<file path="config.mk">
export PLATFORM = sky130hd
export DESIGN_NAME = mem_wb_stage
export DESIGN_NICKNAME = d
export VERILOG_FILES = /design/src/rtl/mem_wb_stage_pkg.sv /design/src/rtl/mem_wb_stage_load_align.sv /design/src/rtl/mem_wb_stage.sv
export SDC_FILE = /design/constraint.sdc
export NUM_CORES = 1
export LEC_CHECK = 0
export ABC_AREA = 1
export CAP_MARGIN = 15
export CORE_AREA = 2 2 87 89
export DETAILED_ROUTE_END_ITERATION = 10
export DIE_AREA = 0 0 89 91
export GPL_TIMING_DRIVEN = 0
export PLACE_DENSITY = 0.86
export REMOVE_ABC_BUFFERS = 1
export SLEW_MARGIN = 20
export SYNTH_ARGS = -nofsm -noshare
export SYNTH_HDL_FRONTEND = slang
export SYNTH_SLANG_ARGS = --single-unit
</file>
<file path="constraint.sdc">
create_clock -name clk -period 2.06 [get_ports clk]
set_clock_uncertainty 0.05 [all_clocks]
set_input_delay 0.412 -clock clk [delete_from_list [all_inputs] [get_ports clk]]
set_output_delay 0.412 -clock clk [all_outputs]
set_load 0.05 [all_outputs]
</file>
<file path="src/rtl/mem_wb_stage_pkg.sv">
// rtl/mem_wb_stage_pkg.sv - shared widths and load-type encodings for the MEM/WB stage
package mem_wb_stage_pkg;
    localparam int DATA_W     = 32;
    localparam int REG_ADDR_W = 5;

    localparam logic [2:0] LD_W  = 3'd0;
    localparam logic [2:0] LD_B  = 3'd1;
    localparam logic [2:0] LD_BU = 3'd2;
    localparam logic [2:0] LD_H  = 3'd3;
    localparam logic [2:0] LD_HU = 3'd4;
endpackage

</file>
<file path="src/rtl/mem_wb_stage_load_align.sv">
// rtl/mem_wb_stage_load_align.sv - load_align: lane extraction, extension and alignment check
module load_align
    import mem_wb_stage_pkg::*;
(
    input  logic [DATA_W-1:0] memData,
    input  logic [1:0]        addr,
    input  logic [2:0]        loadType,
    output logic [DATA_W-1:0] alignedData,
    output logic              misalign
);
    logic [7:0]  byteLane;
    logic [15:0] halfLane;

    always_comb begin
        case (addr)
            2'd0:    byteLane = memData[7:0];
            2'd1:    byteLane = memData[15:8];
            2'd2:    byteLane = memData[23:16];
            default: byteLane = memData[31:24];
        endcase
        halfLane = addr[1] ? memData[31:16] : memData[15:0];
    end

    // Encodings 5-7 fall through to the word path.
    always_comb begin
        alignedData = memData;
        misalign    = 1'b0;
        case (loadType)
            LD_B:    alignedData = {{24{byteLane[7]}}, byteLane};
            LD_BU:   alignedData = {24'd0, byteLane};
            LD_H: begin
                alignedData = {{16{halfLane[15]}}, halfLane};
                misalign    = addr[0];
            end
            LD_HU: begin
                alignedData = {16'd0, halfLane};
                misalign    = addr[0];
            end
            default: misalign = (addr != 2'd0);
        endcase
    end
endmodule

</file>
<file path="src/rtl/mem_wb_stage.sv">
// rtl/mem_wb_stage.sv - MEM/WB register and writeback formatter with forwarding tap
// Optional retire counter enabled by defining WB_RETIRE_CNT_EN.
module mem_wb_stage #(
    parameter int DATA_W     = mem_wb_stage_pkg::DATA_W,
    parameter int REG_ADDR_W = mem_wb_stage_pkg::REG_ADDR_W
) (
    input  logic                  clk,
    input  logic                  rst_n,
    input  logic                  stall,
    input  logic                  flush,
    input  logic                  inValid,
    input  logic                  inRegWrite,
    input  logic                  inMemToReg,
    input  logic [REG_ADDR_W-1:0] inWriteReg,
    input  logic [DATA_W-1:0]     inAluResult,
    input  logic [DATA_W-1:0]     inMemData,
    input  logic [2:0]            inLoadType,
    output logic                  regWrite,
    output logic [REG_ADDR_W-1:0] writeReg,
    output logic [DATA_W-1:0]     writeData,
    output logic                  wbValid,
    output logic                  misalign,
    output logic                  fwdValid,
`ifdef WB_RETIRE_CNT_EN
    output logic [31:0]           retireCount,
`endif
    output logic [DATA_W-1:0]     fwdData
);
    import mem_wb_stage_pkg::*;

    logic [DATA_W-1:0] alignedData;
    logic              loadMisalign;
    logic [DATA_W-1:0] fmtData;
    logic              fmtMisalign;
    logic              fmtWriteOk;
    logic              fresh;

    load_align u_load_align (
        .memData     (inMemData),
        .addr        (inAluResult[1:0]),
        .loadType    (inLoadType),
        .alignedData (alignedData),
        .misalign    (loadMisalign)
    );

    // Alignment only matters for real loads; ALU results pass straight through.
    always_comb begin
        fmtData     = inMemToReg ? alignedData : inAluResult;
        fmtMisalign = inValid & inMemToReg & loadMisalign;
        fmtWriteOk  = inValid & inRegWrite & (inWriteReg != '0) & ~fmtMisalign;
    end

    always_ff @(posedge clk or negedge rst_n) begin
        if (!rst_n) begin
            wbValid   <= 1'b0;
            writeReg  <= '0;
            writeData <= '0;
            misalign  <= 1'b0;
            fwdValid  <= 1'b0;
            fresh     <= 1'b0;
        end else if (flush) begin
            wbValid   <= 1'b0;
            writeReg  <= '0;
            writeData <= '0;
            misalign  <= 1'b0;
            fwdValid  <= 1'b0;
            fresh     <= 1'b0;
        end else if (stall) begin
            fresh <= 1'b0;
        end else begin
            wbValid   <= inValid;
            writeReg  <= inWriteReg;
            writeData <= fmtData;
            misalign  <= fmtMisalign;
            fwdValid  <= fmtWriteOk;
            fresh     <= inValid;
        end
    end

    // fwdValid already folds in valid, raw write enable, $0 and misalign;
    // fresh limits the register-file write to the first cycle of the entry.
    assign regWrite = fwdValid & fresh;
    assign fwdData  = writeData;

`ifdef WB_RETIRE_CNT_EN
    always_ff @(posedge clk or negedge rst_n) begin
        if (!rst_n) begin
            retireCount <= 32'd0;
        end else if (wbValid & fresh) begin
            retireCount <= retireCount + 32'd1;
        end
    end
`endif
endmodule

</file>
# After elaboration in Yosys (flattened, before gate mapping)
# Index checks and enable logic that the tools add are counted.
# word_totals
register_bits	41
in_bits	79
# op_classes
eq_ne	7
mux	17
n_bitwise	7
reduce_logical	5
# ops
operator	n
case mux 32 bit (4 select lines)	1
2-to-1 mux 32 bit	3
case mux 8 bit (3 select lines)	1
2-to-1 mux 16 bit	1
2-to-1 mux 5 bit	2
2-to-1 mux 1 bit	8
bitwise AND 1 bit	6
equality test 3 x 2 -> 1 bit (second input constant)	2
nonzero test 5 bit	1
OR reduction 2 bit	2
equality test 3 x 1 -> 1 bit (second input constant)	1
equality test 3 bit (second input constant)	1
equality test 2 x 1 -> 1 bit (second input constant)	1
equality test 2 bit (second input constant)	1
logical NOT 2 bit	1
inequality test 2 x 1 -> 1 bit (second input constant)	1
case mux 1 bit (2 select lines)	1
nonzero test 2 bit	1
NOT 1 bit	1

# Longest topological paths before layout
# depth
ltp_word	8
ltp_mapped	11
ltp_nobuf	10

# Cells and area by module
# A second synthesis with hierarchy kept.
# unflattened
cells_unflattened	490
hier_area_um2	3129.3
# modules_own_cells
mod	n_inst	cells_per_inst	area_per_inst_um2	seq_area_each_um2
mem_wb_stage	1	283	2202.1	1026.0
load_align	1	207	927.1	0.0

# Worst setup path after synthesis
# OpenSTA, ideal clock, no wires.
# synth_timing
path_kind	input -> register
from	input port inAluResult[1]
to	register writeData[22] (netlist: fwdData[22])
setup_ns	0.066
arrival_ns	1.396
slack_ns	0.548
path_stages	11
n_path_buf	2
path_cell_list	buf_6 -> nor2_4 -> nand2_2 -> nand3_2 -> nand3_4 -> nand3_4 -> buf_12 -> nand2_2 -> nand2_1 -> nand2_1 -> nand2_1
# synth_between
elab_chain_len	6
word_cells_on_any_way	9
classes_between	2 x eq/ne; 6 x mux; 1 x reduce/logical
# synth_rtl
element	line	text
from (decl)	mem_wb_stage.sv:15	input logic [DATA_W-1:0] inAluResult,
equality test 2 bit, or another cell as far along	mem_wb_stage_load_align.sv:15	case (addr)
case mux 8 bit (3 select lines)	mem_wb_stage_load_align.sv:15	
case mux 32 bit (4 select lines) *	mem_wb_stage_load_align.sv:28	case (loadType)
2-to-1 mux 32 bit *	mem_wb_stage.sv:48	fmtData = inMemToReg ? alignedData : inAluResult;
2-to-1 mux 32 bit *	mem_wb_stage.sv:68	end else if (stall) begin
2-to-1 mux 32 bit *	mem_wb_stage.sv:61	end else if (flush) begin
to (signal assigned)	mem_wb_stage.sv:73	writeData <= fmtData;
to (decl)	mem_wb_stage.sv:20	output logic [DATA_W-1:0] writeData,
# Mark *: on every way between the ends. The rest lies on a longest branch, timed or not. The select of a mux whose other input is x is not followed.
# A chain may end at the register's enable or synchronous reset.

# Final worst setup path
# layout_timing
from	register writeData[7] (netlist: fwdData[7])
to	output port fwdData[7]
# layout_rtl
element	line	text
to (decl)	mem_wb_stage.sv:27	output logic [DATA_W-1:0] fwdData
# No word-level cell between the ends.

==> results_dict.tcl <==
set metrics [dict create \
    drv_cap 0 \
    dp.cells 705 \
    worst_ep_arrival_time_ps 1530 \
    drtIter0Drc 181 \
    async_flop_share_pct 100 \
    power_switching_mw 1.12 \
    cts_tree "yes" \
    crit_type "reg -> out" \
    synth_most_common_cell "nand2_1" \
    dpl-instance-area_um2 4470 \
    wl_per_cell_um 14.0 \
    pwr-share-comb_pct 42.9 \
    synth_top_area_cell "dfrtp_1" \
    path_cells "clkdlybuf4s50_1" \
    timing.rr.end "writeReg[2]$_DFFE_PN0P_" \
    gr-usage-all-layers_pct 25.0 \
    drc 0 \
    htree_levels 2 \
    crit_path_end_kind "output port" \
    hold_viol 0 \
    fmax_mhz 502 \
    ys_seq_area_share_pct 32.9 \
    viasPerCell 4.88 \
    r2r_cells 1 \
    port_buffers 151 \
    core_um2 7140 \
    reg2reg_slack_ps 1300 \
    tightest_slew_ps 560 \
    grt_max_degree 40 \
    power_density_nw_per_um2 596 \
    tns_ps 0 \
    final_area_um2 4690 \
    start_kind "flop" \
    maxSlewHeadroom_pct 62.4 \
    rows 31 \
    fp.dieW_um 89 \
    ys_top_cells_by_count "222 x nand2_1, 63 x nor2_1, 41 x dfrtp_1, 34 x inv_1, 32 x buf_4" \
    status "complete, no violations" \
    multi_input_area_um2 1620 \
    intPower_mw 1.67 \
    place_congestion 0.826 \
    seq_power_share_pct 32.3 \
    dp_hpwl_um 7120 \
    grt-ovfl-total 0 \
    worstPathMaxFanout 3 \
    power_leakage_nw 2.35 \
    regArea_um2 1030 \
    peakVddDrop_mv 0.308 \
    fin_cells 723 \
    path_clk_slew_ps 100 \
    grt_antenna_before_repair 0 \
    synth_ff_type "dfrtp_1" \
    p_sw_share_pct 40.1 \
    numCtsBuffers 5 \
    slew_violations 0 \
    period_share_pct 96.6 \
    drt_wl_total_um 10100 \
    grt_pass1_wl_um 16000 \
    first_pass_iters 5 \
    cp_num_buf_inv 1 \
    cts_root_buffer "clkbuf_8" \
    timing.final.crit_period_ps 1990 \
    die_height_um 91 \
    syn_area_um2 3120 \
    ant_nets 0 \
    clkSinkCount 41 \
    crit_path_top_delay_cell "clkdlybuf4s50_1" \
    clkLatencyLatePin_ps 300 \
    antenna_cells 0 \
    ys_ff_latch 41 \
    synth_cell_types 23 \
    cp_data_required_time_ps 1600 \
    hp-class "in -> async" \
    grt_pass1_vias 3455 \
    avgSynthCellArea_um2 6.16 \
    yosys_warnings 0 \
    ios 152 \
    dieArea_um2 8100 \
    vias 3530 \
    cts_buffer_depth 2 \
    yosys.area.top_type_share_pct 32.9 \
    r2r-start "writeReg[2]$_DFFE_PN0P_" \
    synth_edf_count 0 \
    nNetsFinal 702 \
    setup_viol 0 \
    syn2layout_area_growth_pct 50.4 \
    cpPeakStageDelay_ps 830 \
    cpLargestDelayFamily "buffers and inverters" \
    start_util_pct 43.7 \
    synth_area_leaders "dfrtp_1 33%, nand2_1 27%, buf_4 7.7%" \
    drive_gt1_share_pct 8.33 \
    synth_cells 506 \
    n_fill_cell 648 \
    p_clk_share_pct 24.8 \
    cts_hold_buffers 0 \
]
## worst max path at each step
stage                                start                       to  slack [ps]  cells after the start
global route                inAluResult[0]  fwdData[17]$_DFFE_PN0P_          -6                     11
global placement                inMemToReg  fwdData[10]$_DFFE_PN0P_       -1810                      7
detailed placement          inAluResult[1]  fwdData[20]$_DFFE_PN0P_        -940                     10
floorplan                            stall  writeReg[1]$_DFFE_PN0P_          50                      3
finish              fwdData[7]$_DFFE_PN0P_               fwdData[7]          70                      1
CTS                                  flush     fwdValid$_DFFE_PN0P_          20                      6
## what timing repair did
item / 4_1_cts / 5_1_grt
pin swaps: 1 / 1
buffers inserted: 1 / 7
cloned: 2 / 0
endpoints found under the setup margin: 39 / 24
gates resized for setup: 10 / 4
## logic make-up after synthesis
family,count (synthesis),share of synthesized area (%)
simple gates,319,41.7
buf+inv,94,16.4
compound gates,52,9.07
flops,41,32.9
## power groups by stage
| stage | Combinational, mW | Sequential [mW] | Clock [mW] |
|---|---|---|---|
| final | 1.20 | 0.902 | 0.692 |
| after global routing | 1.28 | 0.911 | 0.728 |
| after CTS | 1.18 | 0.903 | 0.699 |
| after detailed placement | 1.16 | 0.918 | 0 |
| after global placement | 1.13 | 0.914 | 0 |
| after floorplan | 0.293 | 1.28 | 0 |
## layer usage
metal / routed length, um / global-route usage, % / part of all wire [%] / vias to the layer above
met5: 0 / 0 / 0 / -
met1: 4210 / 30.5 / 41 / 1609
li1: - / - / - / 1746
met4: 98 / 8.08 / 0.97 / 0
met3: 700 / 5.09 / 6.9 / 14
met2: 5130 / 43.3 / 51 / 161
## per-stage QoR
stage	utilization [%]	hold WS, ps	power, mW	worst slack, ps
finish	65.7	20.7	2.79	69.8
detailed placement	62.6	366	2.08	-943
floorplan	-	66.4	1.57	49.1
global route	65.7	50.6	2.92	-6.05
CTS	64.8	31.5	2.78	24.2
global placement	61.6	423	2.04	-1810
## state kept, by name, indices dropped and copies added (netlist names)
signal / flops
fresh: 1
fwdData: 32
misalign: 1
fwdValid: 1
writeReg: 5
wbValid: 1
## layout make-up
cell class	count	share of cell area, %
sequential	41	21.9
inverter	40	3.28
clock inverter	3	0.987
timing repair buffer	162	35.0
clock buffer	5	1.47
timing repair inverter	1	0.160
tap	99	2.64
multi-input combinational	372	34.6
## placed cells by master (no fill, tap or decap)
master	Yosys	final
nand2_1	222	221
clkdlybuf4s50_1	0	147
nor2_1	63	61
dfrtp_1	41	41
inv_1	34	33
a21oi_1	23	23
o21ai_0	22	22
nand3_1	14	14
nand2_2	13	12
buf_4	32	7
nor2_4	2	5
inv_2	5	5
clkbuf_8	0	5
clkinvlp_4	0	3
a22o_1	3	3
o21ai_1	3	3
buf_2	5	3
nand2_4	0	2
nand3_4	2	2
buf_16	0	2
buf_12	1	2
o21ai_4	1	1
clkinv_1	1	1
nand3_2	1	1
nor3_1	1	1
nand4_1	1	1
clkinv_4	0	1
bufinv_16	0	1
dlygate4sd2_1	0	1
(Power assumes the default switching activity.)
